<file path="config.mk">
export PLATFORM = sky130hd
export DESIGN_NAME = ped_request_unit
export DESIGN_NICKNAME = d
export VERILOG_FILES = /design/src/rtl/ped_pkg.sv /design/src/rtl/btn_debounce.sv /design/src/rtl/ped_request_unit.sv
export SDC_FILE = /design/constraint.sdc
export NUM_CORES = 1
export LEC_CHECK = 0
export ABC_AREA = 1
export BUFFER_PORTS_ARGS = -buffer_cell sky130_fd_sc_hd__buf_2
export CAP_MARGIN = 20
export CORE_AREA = 2 2 87 89
export DETAILED_ROUTE_END_ITERATION = 10
export DIE_AREA = 0 0 89 91
export GPL_TIMING_DRIVEN = 0
export PLACE_DENSITY_LB_ADDON = 0.12
export SYNTH_ARGS = -nofsm -noshare
export SYNTH_HDL_FRONTEND = slang
export SYNTH_HIERARCHICAL = 1
export SYNTH_SLANG_ARGS = --single-unit
</file>
<file path="constraint.sdc">
create_clock -name clk -period 1.8 [get_ports clk]
set_input_delay 0.27 -clock clk [delete_from_list [all_inputs] [get_ports clk]]
set_output_delay 0.27 -clock clk [all_outputs]
set_load 0.01 [all_outputs]
</file>
<file path="src/rtl/ped_pkg.sv">
// Shared types and defaults for the pedestrian request unit.
package ped_pkg;

  typedef enum logic [1:0] {
    IDLE    = 2'd0,
    REQ     = 2'd1,
    HOLDOFF = 2'd2
  } ped_state_e;

  localparam int DEBOUNCE_CYCLES_DEF = 270000;
  localparam int HOLDOFF_CYCLES_DEF  = 27000000;
  localparam int REQ_COUNT_W         = 16;

endpackage

</file>
<file path="src/rtl/btn_debounce.sv">
// Push-button conditioning: 2-flop synchronizer, stable-count debouncer and a
// one-cycle strobe on each debounced released-to-pressed transition.
module btn_debounce
  import ped_pkg::*;
#(
  parameter int   DEBOUNCE_CYCLES = DEBOUNCE_CYCLES_DEF,
  parameter logic BTN_ACTIVE_LOW  = 1'b1
) (
  input  logic clk,
  input  logic rst,
  input  logic btn_raw_i,
  output logic press_pulse_o
);

  localparam int            CW       = $clog2(DEBOUNCE_CYCLES);
  localparam logic [CW-1:0] CNT_LAST = CW'(DEBOUNCE_CYCLES - 1);
  localparam logic          RELEASED = BTN_ACTIVE_LOW;

  logic          sync1_q, sync2_q;
  logic          vld1_q, vld2_q;
  logic          level_q, level_d;
  logic [CW-1:0] cnt_q, cnt_d;
  logic          pulse_q, pulse_d;
  logic          arm_q, arm_d;

  // A press only counts once a genuinely released button has been seen since
  // reset, so a button held through reset cannot raise a request by itself.
  always_comb begin
    cnt_d   = cnt_q;
    level_d = level_q;
    pulse_d = 1'b0;
    arm_d   = arm_q | (vld2_q & (sync2_q == RELEASED));
    if (sync2_q == level_q) begin
      cnt_d = '0;
    end else if (cnt_q == CNT_LAST) begin
      cnt_d   = '0;
      level_d = sync2_q;
      pulse_d = (sync2_q != RELEASED) & arm_q;
    end else begin
      cnt_d = cnt_q + CW'(1);
    end
  end

  always_ff @(posedge clk or posedge rst) begin
    if (rst) begin
      sync1_q <= RELEASED;
      sync2_q <= RELEASED;
      vld1_q  <= 1'b0;
      vld2_q  <= 1'b0;
      level_q <= RELEASED;
      cnt_q   <= '0;
      pulse_q <= 1'b0;
      arm_q   <= 1'b0;
    end else begin
      sync1_q <= btn_raw_i;
      sync2_q <= sync1_q;
      vld1_q  <= 1'b1;
      vld2_q  <= vld1_q;
      level_q <= level_d;
      cnt_q   <= cnt_d;
      pulse_q <= pulse_d;
      arm_q   <= arm_d;
    end
  end

  assign press_pulse_o = pulse_q;

endmodule

</file>
<file path="src/rtl/ped_request_unit.sv">
// Pedestrian request unit: debounced press -> latched req held until ack, then
// a hold-off window. Define PED_REQ_COUNT_EN to add the req_count output.
module ped_request_unit
  import ped_pkg::*;
#(
  parameter int   CLK_HZ          = 27000000,
  parameter int   DEBOUNCE_CYCLES = DEBOUNCE_CYCLES_DEF,
  parameter int   HOLDOFF_CYCLES  = HOLDOFF_CYCLES_DEF,
  parameter logic BTN_ACTIVE_LOW  = 1'b1
) (
  input  logic       clk,
  input  logic       rst,
  input  logic       btn_raw,
  input  logic       ack,
  output logic       req,
  output logic       pending_led_n,
  output logic       busy,
`ifdef PED_REQ_COUNT_EN
  output logic [REQ_COUNT_W-1:0] req_count,
`endif
  output logic [1:0] dbg_state
);

  localparam int            HW        = $clog2(HOLDOFF_CYCLES + 1);
  localparam logic [HW-1:0] HOLD_LAST = HW'(HOLDOFF_CYCLES - 1);

  if (CLK_HZ < 1) begin : g_bad_clk
    $error("CLK_HZ must be positive");
  end
  if (DEBOUNCE_CYCLES < 2) begin : g_bad_db
    $error("DEBOUNCE_CYCLES must be >= 2");
  end
  if (HOLDOFF_CYCLES < 1) begin : g_bad_ho
    $error("HOLDOFF_CYCLES must be >= 1");
  end

  logic          press_pulse;
  ped_state_e    state_q;
  logic          req_q, busy_q;
  logic [HW-1:0] hold_cnt_q;

  btn_debounce #(
    .DEBOUNCE_CYCLES(DEBOUNCE_CYCLES),
    .BTN_ACTIVE_LOW (BTN_ACTIVE_LOW)
  ) u_deb (
    .clk          (clk),
    .rst          (rst),
    .btn_raw_i    (btn_raw),
    .press_pulse_o(press_pulse)
  );

  // ack has priority in REQ; presses outside IDLE are simply dropped.
  always_ff @(posedge clk or posedge rst) begin
    if (rst) begin
      state_q    <= IDLE;
      req_q      <= 1'b0;
      busy_q     <= 1'b0;
      hold_cnt_q <= '0;
    end else begin
      case (state_q)
        IDLE: begin
          if (press_pulse) begin
            state_q <= REQ;
            req_q   <= 1'b1;
            busy_q  <= 1'b1;
          end
        end
        REQ: begin
          if (ack) begin
            state_q    <= HOLDOFF;
            req_q      <= 1'b0;
            hold_cnt_q <= '0;
          end
        end
        HOLDOFF: begin
          if (hold_cnt_q == HOLD_LAST) begin
            state_q    <= IDLE;
            busy_q     <= 1'b0;
            hold_cnt_q <= '0;
          end else begin
            hold_cnt_q <= hold_cnt_q + HW'(1);
          end
        end
        default: begin
          state_q    <= IDLE;
          req_q      <= 1'b0;
          busy_q     <= 1'b0;
          hold_cnt_q <= '0;
        end
      endcase
    end
  end

`ifdef PED_REQ_COUNT_EN
  logic [REQ_COUNT_W-1:0] req_count_q;

  always_ff @(posedge clk or posedge rst) begin
    if (rst) begin
      req_count_q <= '0;
    end else if ((state_q == IDLE) && press_pulse && (req_count_q != '1)) begin
      req_count_q <= req_count_q + REQ_COUNT_W'(1);
    end
  end

  assign req_count = req_count_q;
`endif

  assign req           = req_q;
  assign pending_led_n = ~req_q;
  assign busy          = busy_q;
  assign dbg_state     = state_q;

endmodule

</file>
* Yosys cells after proc, flatten, opt, wreduce, memory -nomap -nowiden *
Cells that the tools add are included.

word-level totals
  output and inout bits = 5
  logic and storage cells = 53
  flip-flop bits (word level) = 55
  bits of input ports = 4

cells by class
  reduce and logical (&&, ||, !) cells = 6
  bitwise gates (word level) = 9
  muxes and demuxes = 16
  add/sub/neg operators = 2
  equality and inequality tests = 8

operator list
  operator                                                                  number
  25-bit one-hot mux with 3 select lines                                    1
  25-bit two-way mux                                                        2
  19-bit two-way mux                                                        2
  25-bit by 1-bit adder with 25-bit output (second input constant)          1
  25-bit == test (second input constant)                                    1
  19-bit by 1-bit adder with 19-bit output (second input constant)          1
  19-bit == test (second input constant)                                    1
  3-bit AND reduction                                                       3
  2-bit two-way mux                                                         3
  1-bit inverter                                                            6
  1-bit one-hot mux with 3 select lines                                     2
  2-bit one-hot mux with 3 select lines                                     1
  1-bit two-way mux                                                         5
  2-bit inequality test (second input constant)                             2
  2-bit AND reduction                                                       2
  1-bit bitwise AND                                                         2
  2-bit by 1-bit == test with 1-bit output (second input constant)          1
  2-bit == test (second input constant)                                     1
  2-bit zero test                                                           1
  2-bit by 1-bit inequality test with 1-bit output (second input constant)  1
  1-bit == test                                                             1
  1-bit bitwise OR                                                          1

* Longest topological paths before layout *
  depth in word-level cells = 4
  gate-level depth with buffers = 10
  mapped depth without buffers = 10

* Hierarchy *
The synthesis kept the hierarchy.

modules (own cells, without submodules)
  module            cells an instance  area an instance (um^2)  times used
  ped_request_unit  261                1774.2                   1
  btn_debounce      155                1297.5                   1

* Worst setup path after synthesis *
OpenSTA, ideal clock, no wires.

  path kind = register -> register
  from = register hold_cnt_q[0]
  to = register hold_cnt_q[10]
  arrival = 1343 ps
  setup time = 121 ps
  path slack = 336 ps
  required time = 1679 ps
  path buffers = 1
  cell stages (with the launch flop) = 10
  period minus slack after synthesis = 1464 ps
  cell sequence = dfrtp_1 ha_1 nand3_2 inv_2 nand2_1 nor2_1 nand2_2 a21oi_4 buf_6 nor2_1

on the way
  cells in the longest elaborated chain, start to end = 3
  elaborated cells on any way between the ends = 4
  those cells by class = add/sub (1); eq/ne (1); mux (2)

RTL lines
  what                                                                               line                                            text
  start: declaration                                                                 ped_request_unit.sv:40                          logic [HW-1:0] hold_cnt_q;
  start signal: assignment                                                           ped_request_unit.sv:81                          hold_cnt_q <= hold_cnt_q + HW'(1);
  25-bit by 1-bit adder with 25-bit output / 25-bit == test (equally long branches)  ped_request_unit.sv:81, ped_request_unit.sv:76
  25-bit two-way mux (*)                                                             ped_request_unit.sv:76                          if (hold_cnt_q == HOLD_LAST) begin
  25-bit one-hot mux with 3 select lines (*)                                         ped_request_unit.sv:60                          case (state_q)

Mark *: on every way between the ends. The rest lies on a longest branch, timed or not.
A chain may end at the register's enable or synchronous reset.

* Worst setup path after layout *
  from = register hold_cnt_q[0]
  to = register hold_cnt_q[4]

Same word-level chain as after synthesis.

==> results by group <==
Clock tree
  – Clock insertion delay at the later pin of the skew report: roughly 0.32 ns
  – Root buffer cell: clkbuf_8
  – CTS tree: done
  – Clock slew at reported path FFs: around 0.11 ns
  – Bufs on Longest Clock Path: 2
  – Clock sink total: 55
  – H-Tree Depth: 2
  – Total CTS buffers: 5

Synth
  – Sequential area share after synthesis: 0.4493
  – Distinct cells, synth: 29
  – Syn Inst Count: between 400 and 500
  – #FFs+latches synth: 55
  – Syn_area_per_cell: 7.384 um^2
  – Fraction of registers with async set or reset after synthesis: 1.000
  – EDFF count, synth: 0
  – Synth Cell Area: between 3000 and 4000 um^2
  – Most numerous cell in the Yosys netlist: nand2_1
  – Most frequent cells after synthesis: nand2_1, nor2_1, dfrtp_1, inv_1, nand3_1
  – Share of the synthesized area in the top cell type: 0.4236
  – Post-Syn Nets: 422
  – Ys Warns: 6
  – Main synth FF type: dfrtp_1
  – Yosys top cell by area: dfrtp_1
  – Largest cells by area after synthesis: dfrtp_1, nand2_1, nor2_1, inv_1, nand3_1

Setup path
  – Slowest stage delay, CP: around 0.41 ns
  – Type of element capturing the critical path: flop
  – Reg2reg setup slack: between 0.09 and 0.1 ns
  – Crit path max-delay family: simple AND/OR/NAND/NOR gates
  – Crit start category: flop
  – Most frequent CP cell: nor2_1
  – Crit path cell chain: ha_2, nand3_2, inv_2, nand2_1, nor2_1, nand2_2, a21oi_4, buf_6, nor2_1
  – Req. time, crit path: ~2.0 ns
  – Crit-path max FO: 6
  – Crit path DAT: approximately 1.9 ns
  – Bufs and invs on worst path: 2
  – CP Class: flop to flop
  – CP max stage cell: dfrtp_1

Finish
  – Register area: around 1400 um^2
  – Area delta synth->final: 12.14%
  – Final Net Count: 445
  – Final Util: 0.4826
  – # fillers: approximately 740
  – Antenna cells: 0
  – Non-Filler Instances: about 540
  – Share of cells above drive strength 1: 0.1341
  – Area of the multi-input gates: roughly 1500 um^2

GRT
  – All-Layer GR Usage: 0.1754
  – Vias in the first global route: approximately 2400
  – Largest net degree at the start of global routing: 27
  – Initial antenna violation count: 0
  – First-pass GRT wire length: 11250 um
  – Gr ovfl total: 0

Drt
  – Drt drc: 0
  – Pre-Repair DR Iteration Count: 6
  – Total wire length: 6526 um
  – Vias: approximately 2600
  – DR vias/cell: ~4.8
  – Routed Antenna Nets: 0
  – Initial DRC count: between 150 and 200
  – Routed wire per std cell: between 10 and 15 um

STA
  – Setup TNS: 0 ns
  – Final number of hold-violating endpoints: 0
  – Slew HR: 0.5494
  – Final setup viols: 0
  – Clock Skews: 0.005379 ns
  – Worst slew pin tran: 0.6751 ns
  – Max Slew Vio Count: 0
  – Worst Slack Setup Final: ~0.093 ns
  – Final period util: 0.9486
  – Minimum clock period: 1.707 ns
  – Max Clk Rate: about 590 MHz

Placement
  – Post-DP HPWL: about 4900 um
  – Pre-CTS setup slack: around 0.06 ns
  – GPL Wtd Cong: between 0.8 and 0.9
  – Dpl cells: 524
  – Quantity of I/O buffers inserted on ports: 8

Power
  – VDD IR max: 0.3282 mV
  – Power Density: approximately 600 nW/um^2
  – LEAKAGE: between 1.5 and 2 nW

Outcome
  – Status: finished, final reports clean

Floorplan
  – Rows: 31
  – Io pins: 9
  – Die width: approximately 90 um
  – Die footprint: between 8000 and 9000 um^2
  – Core Area: ~7100 um^2
  – Chip Height: between 90 and 100 um
  – Initial core utilization: 0.4304

Hold path
  – Hold WC Path Type: primary input to flop

Run
  – Max_cap viols: 0
==> cell families after synthesis <==
logic type | Yosys count | share of synthesized area
simple gates | 262 | 0.3695
buf+inv | 56 | 0.07454
fa+ha+maj | 2 | 0.008145
xor+xnor | 19 | 0.05662
other cells | 1 | 0.001221
flops | 55 | 0.4493
compound gates | 21 | 0.04074
==> area by class of cell <==
cell class / count / area share
repair buffers: 16 / 0.04359
well taps: 99 / 0.03596
clock inverters: 3 / 0.007991
inverters: 53 / 0.05776
plain buffers: 3 / 0.008718
multi-input cells: 305 / 0.4254
flip-flops and latches: 55 / 0.4007
clock buffers: 5 / 0.01998
==> timing repair <==
action	in CTS	in global routing
hold buffers	0	1
resized for setup	0	5
setup buffers	0	4
endpoints found under the setup margin	0	13
endpoints found under the hold margin	0	3
==> report_power, final <==
| group | leakage (nW) | internal [W] | switching (W) |
|---|---|---|---|
| Sequential | 0.746 | 0.00125 | 0.00000637 |
| Clock | 0.0463 | 0.000287 | 0.000451 |
| Combinational | 0.738 | 0.0000256 | 0.0000440 |
| Total | 1.53 | 0.00156 | 0.000502 |
==> cell usage in the layout, fill, tap and decap left out, types with 2 or more instances in the layout <==
cell type  Yosys  routed
nand3_1       26      26
nand3_2        3       3
inv_2          5       5
nand2_1      101     101
nand4_1       13      13
dfrtp_1       52      52
nor3_1         6       6
buf_2          0       8
xnor2_1        5       5
buf_4          1       4
buf_6          2       4
xor2_1        13      13
inv_1         48      48
o21ai_0       13      13
dfstp_2        3       3
buf_16         0       2
nor2_1        92      92
nand2_2        6       6
nor2_2        11      11
a21oi_1        4       4
clkbuf_8       0       5
==> registers in the layout, indices dropped and copies added, names as in the netlist <==
| signal | flops |
|---|---|
| u_deb/press_pulse_o | 1 |
| hold_cnt_q | 25 |
| u_deb/vld2_q | 1 |
| u_deb/arm_q | 1 |
| u_deb/sync2_q | 1 |
| u_deb/vld1_q | 1 |
| u_deb/cnt_q | 19 |
| req | 1 |
| u_deb/level_q | 1 |
| u_deb/sync1_q | 1 |
| dbg_state | 2 |
| busy | 1 |
==> metrics by stage <==
| step | instance area, um^2 | hold WS, ns | total power [W] |
|---|---|---|---|
| after floorplan | 3072 | 0.2745 | 0.001314 |
| after global placement | 3236 | 0.3360 | 0.001332 |
| after detailed placement | 3263 | 0.3498 | 0.001340 |
| after CTS | 3359 | 0.02236 | 0.002080 |
| after global routing | 3445 | 0.01226 | 0.002153 |
| final | 3445 | 0.03479 | 0.002061 |
==> layer usage <==
layer	vias to the layer above	share of wire	global-route usage
li1	1337	-	-
met1	1198	0.53	0.2776
met2	48	0.42	0.2456
met3	6	0.040	0.03091
met4	0	0.011	0.04602
met5	-	0	0
==> worst paths after layout <==
path                               startpoint               to  depth (start not counted)
min in group asynchronous                 rst  u_deb/cnt_q[17]                          3
worst min-delay path                  btn_raw    u_deb/sync1_q                          1
max in group asynchronous                 rst   hold_cnt_q[18]                          4
worst min register to register  u_deb/sync1_q    u_deb/sync2_q                          0
worst max-delay path            hold_cnt_q[0]    hold_cnt_q[4]                          9
worst max register to register  hold_cnt_q[0]    hold_cnt_q[4]                          9
No activity file was read; power rests on OpenSTA's default activity.
